$ cat src/rtl/gzip_pkg.sv
// Shared types and helpers for the LZ77 stream controller.
// Token layout, FSM states and width helpers.
package gzip_pkg;

  typedef enum logic [1:0] {
    RUN,
    FLUSH,
    CLEAR
  } state_e;

  function automatic int clogb2(input int depth);
    int r;
    r = 0;
    for (int v = depth - 1; v > 0; v = v >> 1) r = r + 1;
    return r;
  endfunction

  localparam int DW_DEF    = 8;
  localparam int DICT_DEF  = 16;
  localparam int LA_DEF    = 8;
  localparam int POS_W_DEF = clogb2(DICT_DEF);
  localparam int LEN_W_DEF = clogb2(LA_DEF);

  typedef struct packed {
    logic [POS_W_DEF-1:0] pos;
    logic [LEN_W_DEF-1:0] len;
    logic [DW_DEF-1:0]    sym;
    logic                 sym_vld;
    logic                 last;
  } lz77_tok_t;

endpackage

$ cat src/rtl/lz77_tok_reg.sv
// One-deep token holding register with valid/ready.
// A load in the same cycle as a drain keeps the register full.
module lz77_tok_reg #(
  parameter int W = 17
) (
  input  logic         clk,
  input  logic         rst,
  input  logic         load_i,
  input  logic [W-1:0] din_i,
  input  logic         ready_i,
  output logic         valid_o,
  output logic [W-1:0] dout_o
);

  logic         valid_q, valid_d;
  logic [W-1:0] data_q;

  assign valid_d = load_i | (valid_q & ~ready_i);

  always_ff @(posedge clk) begin
    if (rst) begin
      valid_q <= 1'b0;
      data_q  <= '0;
    end else begin
      valid_q <= valid_d;
      if (load_i) data_q <= din_i;
    end
  end

  assign valid_o = valid_q;
  assign dout_o  = data_q;

endmodule

$ cat src/rtl/lz77_stream_ctrl.sv
// Sequencer for the LZ77 core: feeds bytes, captures tokens,
// flushes a pending match at block end and clears the core.
module lz77_stream_ctrl
  import gzip_pkg::*;
#(
  parameter int DATA_WIDTH            = 8,
  parameter int DICTIONARY_DEPTH      = 16,
  parameter int LOOK_AHEAD_BUFF_DEPTH = 8,
  parameter int STAT_W                = 16,
  localparam int POS_W = clogb2(DICTIONARY_DEPTH),
  localparam int LEN_W = clogb2(LOOK_AHEAD_BUFF_DEPTH)
) (
  input  logic                  clk,
  input  logic                  rst,
  input  logic                  in_valid,
  output logic                  in_ready,
  input  logic [DATA_WIDTH-1:0] in_data,
  input  logic                  in_last,
  output logic                  core_data_valid,
  output logic [DATA_WIDTH-1:0] core_data,
  output logic                  core_clr,
  input  logic                  core_out_en,
  input  logic [POS_W-1:0]      core_match_pos,
  input  logic [LEN_W-1:0]      core_match_len,
  input  logic [DATA_WIDTH-1:0] core_next_sym,
  output logic                  tok_valid,
  input  logic                  tok_ready,
  output logic [POS_W-1:0]      tok_pos,
  output logic [LEN_W-1:0]      tok_len,
  output logic [DATA_WIDTH-1:0] tok_sym,
  output logic                  tok_sym_vld,
  output logic                  tok_last,
  output logic                  len_ovf,
  output logic [STAT_W-1:0]     byte_cnt,
  output logic [STAT_W-1:0]     tok_cnt
);

  localparam int TW = POS_W + LEN_W + DATA_WIDTH + 2;
  localparam logic [LEN_W-1:0] LEN_MAX = LEN_W'(LOOK_AHEAD_BUFF_DEPTH - 1);

  state_e              state_q, state_d;
  logic                tok_free, run, beat;
  logic                load, clr;
  logic [TW-1:0]       tok_din, tok_q;
  logic [STAT_W-1:0]   byte_cnt_q, byte_cnt_d;
  logic [STAT_W-1:0]   tok_cnt_q, tok_cnt_d;
  logic                len_ovf_q, len_ovf_d;

  assign tok_free = ~tok_valid | tok_ready;
  assign run      = (state_q == RUN);
  assign in_ready = run & tok_free;
  assign beat     = in_valid & in_ready;

  assign core_data_valid = beat;
  assign core_data       = in_data;
  assign core_clr        = clr;

  always_comb begin
    state_d = state_q;
    load    = 1'b0;
    clr     = 1'b0;
    tok_din = {core_match_pos, core_match_len, core_next_sym,
               1'b1, in_last};
    unique case (state_q)
      RUN: begin
        if (beat) begin
          load = core_out_en;
          if (in_last) state_d = core_out_en ? CLEAR : FLUSH;
        end
      end
      FLUSH: begin
        // Block ended mid-match: emit the pending match with no symbol.
        if (tok_free) begin
          load    = 1'b1;
          tok_din = {core_match_pos, core_match_len,
                     {DATA_WIDTH{1'b0}}, 1'b0, 1'b1};
          state_d = CLEAR;
        end
      end
      CLEAR: begin
        if (tok_free) begin
          clr     = 1'b1;
          state_d = RUN;
        end
      end
      default: state_d = RUN;
    endcase
  end

  always_comb begin
    byte_cnt_d = byte_cnt_q;
    tok_cnt_d  = tok_cnt_q;
    len_ovf_d  = len_ovf_q;
    if (clr) begin
      byte_cnt_d = '0;
      tok_cnt_d  = '0;
      len_ovf_d  = 1'b0;
    end else begin
      if (beat && byte_cnt_q != '1) byte_cnt_d = byte_cnt_q + 1'b1;
      if (load && tok_cnt_q != '1)  tok_cnt_d  = tok_cnt_q + 1'b1;
      if (beat && !core_out_en && core_match_len == LEN_MAX)
        len_ovf_d = 1'b1;
    end
  end

  always_ff @(posedge clk) begin
    if (rst) begin
      state_q    <= RUN;
      byte_cnt_q <= '0;
      tok_cnt_q  <= '0;
      len_ovf_q  <= 1'b0;
    end else begin
      state_q    <= state_d;
      byte_cnt_q <= byte_cnt_d;
      tok_cnt_q  <= tok_cnt_d;
      len_ovf_q  <= len_ovf_d;
    end
  end

  lz77_tok_reg #(
    .W(TW)
  ) u_tok_reg (
    .clk    (clk),
    .rst    (rst),
    .load_i (load),
    .din_i  (tok_din),
    .ready_i(tok_ready),
    .valid_o(tok_valid),
    .dout_o (tok_q)
  );

  assign {tok_pos, tok_len, tok_sym, tok_sym_vld, tok_last} = tok_q;

  assign byte_cnt = byte_cnt_q;
  assign tok_cnt  = tok_cnt_q;
  assign len_ovf  = len_ovf_q;

endmodule

$ cat config.mk
export PLATFORM = sky130hd
export DESIGN_NAME = lz77_stream_ctrl
export DESIGN_NICKNAME = d
export VERILOG_FILES = /design/src/rtl/gzip_pkg.sv /design/src/rtl/lz77_tok_reg.sv /design/src/rtl/lz77_stream_ctrl.sv
export SDC_FILE = /design/constraint.sdc
export NUM_CORES = 1
export LEC_CHECK = 0
export ABC_AREA = 1
export CORE_MARGIN = 10
export CORE_UTILIZATION = 50
export CTS_BUF_LIST = sky130_fd_sc_hd__clkbuf_16
export CTS_CLUSTER_SIZE = 30
export DETAILED_ROUTE_END_ITERATION = 10
export HOLD_SLACK_MARGIN = 0.15
export PLACE_DENSITY = 0.89
export REMOVE_ABC_BUFFERS = 1
export SYNTH_ARGS = -nofsm -noshare
export SYNTH_HDL_FRONTEND = slang
export SYNTH_HIERARCHICAL = 1
export SYNTH_SLANG_ARGS = --single-unit
$ cat constraint.sdc
create_clock -name clk -period 3.55 [get_ports clk]
set_input_delay 0.355 -clock clk [delete_from_list [all_inputs] [get_ports clk]]
set_output_delay 0.355 -clock clk [all_outputs]
set_load 0.01 [all_outputs]
==> metrics.yaml <==
sta:
  setup_ws_ns: 1.230
  finalClockSkew_ns: 0.004343
  tightestPinTransition_ns: 0.5560
  slew_viol_final: 0
  tns_ns: 0
  hold_violations: 0
  setup-violations-final: 0
  final.min_clock_period_ns: 2.320
  max_slew_margin: 0.6288
  timing.fmax_mhz: 431.0
  setup_repair_after_global_routing_missed_its_margin: "false"
  final_min_period_over_clock_period: 0.6535
grt:
  maximum_number_of_pins_on_one_net_before_global_route_repair: 29
  grt_pass1_vias: 2867
  grt_pass1_wl_um: 13450
  antenna_violations_before_repair: 0
  grt.total_usage: 0.1634
  grt-ovfl-total: 0
setup_path:
  worstSetupEndpointType: "output port"
  setup.worst_path.class: "primary input to output port"
  worstPathMaxFanout: 5
  worst-endpoint-arrival_ns: 1.97
  worst_ep_required_time_ns: 3.19
  crit_path_start_kind: "primary input"
detailed_routing:
  drt-wirelength-per-cell_um: 13.75
  routed_via_density: 5.236
  ant_nets: 0
  pre_antenna_drt_iters: 5
  detail_route.drc_violations: 0
  detailroute.via_count: 3037
  wirelength_um: 7977
  initialDrtViolationCount: 155
layout:
  layout-drive-gt1-share: 0.04921
  layout.core_utilization: 0.6729
  area.growth.synth_to_final_pct: 27.96
  finalNonFillerCells: 580
  final_common_cell: "sky130_fd_sc_hd__nand2_1"
  net_total_in_the_final_layout: 538
  n_fill_cell: 526
  diodes: 0
  layout_common_cells: "sky130_fd_sc_hd__nand2_1, sky130_fd_sc_hd__nor2_1, sky130_fd_sc_hd__clkdlybuf4s50_1, sky130_fd_sc_hd__dfxtp_1, sky130_fd_sc_hd__inv_1"
floorplan:
  die_h_um: 96.80
  core_area_um2: 5608
  num_rows: 27
  design.die.area_um2: 9370
  initial_utilization: 0.5259
  io_pins: 91
  fp.dieW_um: 96.80
placed_design:
  place_congestion: 0.8889
  place_inst: 572
  place_hpwl_um: 5971
  port-buffer-count: 74
  worst_slack_at_placement_ns: 1.225
pwr:
  power_leakage_nw: 1.418
  ir_drop_mv: 0.2899
  power_density_nw_per_um2: 391.3
cts:
  tritoncts: "built"
  cts-buffers-inserted: 5
  clkSinkCount: 53
  cts_root_buffer: "sky130_fd_sc_hd__clkbuf_16"
  cts_resized: 0
  cts_post_setup_buffers_inserted: 0
  clk_transition_reported_paths_ns: 0.07
  number_of_h_tree_levels: 2
  ctsHoldBuffers: 0
  clk-insertion-delay-late_ns: 0.29
  cts_max_path_buffers: 2
status:
  run_status: "completed"
synth:
  yosysUniqueCellTypes: 31
  ys_warns: 6
  sequential_to_total_area_share_from_yosys_stat: 0.3598
  syn-instance-count: 444
  avgSynthCellArea_um2: 6.642
  synth_seq_cells: 53
  area_of_the_mapped_netlist_um2: 2949
run:
  drv_cap: 0
worst_hold_path:
  hold_class: "register to register"
power by group:
part	switching [mW]	leakage, nW	internal, mW
logic	0.159	0.909	0.122
registers	0.0259	0.431	0.630
clock network	0.209	0.0775	0.330
final cells by class:
cell class | instances | area, um^2 | share of cell area
Inverter | 41 | 161.4 | 0.04277
Clock inverter | 3 | 41.29 | 0.01094
Multi-Input combinational cell | 331 | 1546 | 0.4098
Clock buffer | 5 | 125.1 | 0.03316
Tap cell | 72 | 90.09 | 0.02387
Timing Repair Buffer | 75 | 748.2 | 0.1983
Sequential cell | 53 | 1061 | 0.2812
flip-flops by register name, summed over array words and instances (netlist names):
name and count:
len_ovf 1, tok_cnt 16, state_q 2, u_tok_reg/valid_o 1, byte_cnt 16, u_tok_reg/dout_o 17
per-layer routing:
layer	part of all wire	track usage
met1	0.40	0.1789
met2	0.51	0.2904
met3	0.066	0.04968
met4	0.018	0.05524
met5	0	0
cell families (layout without fill, tap and decap cells):
kind of cell               after synthesis  count (layout)  share of synthesized area
and+or+nand+nor                        259             259                     0.3767
AOI/OAI and AO/OA                       60              60                     0.1095
buffers and inverters                   60             124                     0.1158
DFF                                     53              53                     0.3598
xor gates and xnor gates                10              10                    0.02970
adders and majority gates                2               2                   0.008484
stage by stage:
stage | instance area [um^2] | hold slack [ns] | total power, mW
after floorplan | 2769 | 0.4174 | 0.8067
after global placement | 3607 | 0.4560 | 0.9425
after detailed placement | 3607 | 0.4799 | 0.9521
after CTS | 3774 | 0.4949 | 1.486
after global routing | 3774 | 0.5091 | 1.542
final | 3774 | 0.4882 | 1.476
critical path, cell delays in order:
cell and delay, ns:
sky130_fd_sc_hd__clkdlybuf4s50_1 0.49, sky130_fd_sc_hd__inv_1 0.05, sky130_fd_sc_hd__nand2_1 0.14, sky130_fd_sc_hd__inv_1 0.11, sky130_fd_sc_hd__nor3_1 0.22, sky130_fd_sc_hd__clkdlybuf4s50_1 0.60
Yosys cell counts:
| master | number | share of area |
|---|---|---|
| sky130_fd_sc_hd__nor2_1 | 83 | 0.11 |
| sky130_fd_sc_hd__ha_1 | 2 | 0.0085 |
| sky130_fd_sc_hd__nand3_4 | 1 | 0.0059 |
| sky130_fd_sc_hd__a21boi_0 | 1 | 0.0025 |
| sky130_fd_sc_hd__nand2_2 | 2 | 0.0042 |
| sky130_fd_sc_hd__buf_2 | 2 | 0.0034 |
| sky130_fd_sc_hd__nor2_2 | 2 | 0.0042 |
| sky130_fd_sc_hd__inv_8 | 1 | 0.0038 |
| sky130_fd_sc_hd__a31oi_1 | 1 | 0.0021 |
| sky130_fd_sc_hd__nor2_4 | 1 | 0.0038 |
| sky130_fd_sc_hd__nand3b_1 | 2 | 0.0051 |
| sky130_fd_sc_hd__buf_8 | 2 | 0.010 |
| sky130_fd_sc_hd__xor2_1 | 4 | 0.012 |
| sky130_fd_sc_hd__o21ai_1 | 3 | 0.0051 |
| sky130_fd_sc_hd__nor2b_1 | 1 | 0.0021 |
| sky130_fd_sc_hd__xnor2_1 | 6 | 0.018 |
| sky130_fd_sc_hd__nand4_1 | 12 | 0.025 |
| sky130_fd_sc_hd__dfxtp_1 | 53 | 0.36 |
| sky130_fd_sc_hd__nand2_4 | 2 | 0.0076 |
| sky130_fd_sc_hd__nand3_1 | 34 | 0.058 |
| sky130_fd_sc_hd__inv_1 | 37 | 0.047 |
| sky130_fd_sc_hd__buf_12 | 1 | 0.0068 |
| sky130_fd_sc_hd__buf_4 | 10 | 0.025 |
| sky130_fd_sc_hd__nand2_1 | 112 | 0.14 |
| sky130_fd_sc_hd__a21oi_1 | 24 | 0.041 |
| sky130_fd_sc_hd__o21ai_0 | 26 | 0.044 |
| sky130_fd_sc_hd__or2_0 | 1 | 0.0021 |
| sky130_fd_sc_hd__buf_6 | 4 | 0.015 |
| sky130_fd_sc_hd__inv_2 | 3 | 0.0038 |
| sky130_fd_sc_hd__a21oi_2 | 5 | 0.015 |
| sky130_fd_sc_hd__nor3_1 | 6 | 0.010 |
worst paths after layout:
| kind | to | start | slack, ns | depth (start not counted) |
|---|---|---|---|---|
| max | core_clr | tok_ready | 1.23 | 6 |
| min | u_tok_reg/dout_o[3]$_SDFFE_PP0P_ | u_tok_reg/dout_o[3]$_SDFFE_PP0P_ | 0.49 | 2 |
| max reg2reg | byte_cnt[7]$_SDFFE_PP0P_ | byte_cnt[0]$_SDFFE_PP0P_ | 1.52 | 8 |
| min reg2reg | u_tok_reg/dout_o[3]$_SDFFE_PP0P_ | u_tok_reg/dout_o[3]$_SDFFE_PP0P_ | 0.49 | 2 |
Note: power is estimated with default switching activity, not from simulation.
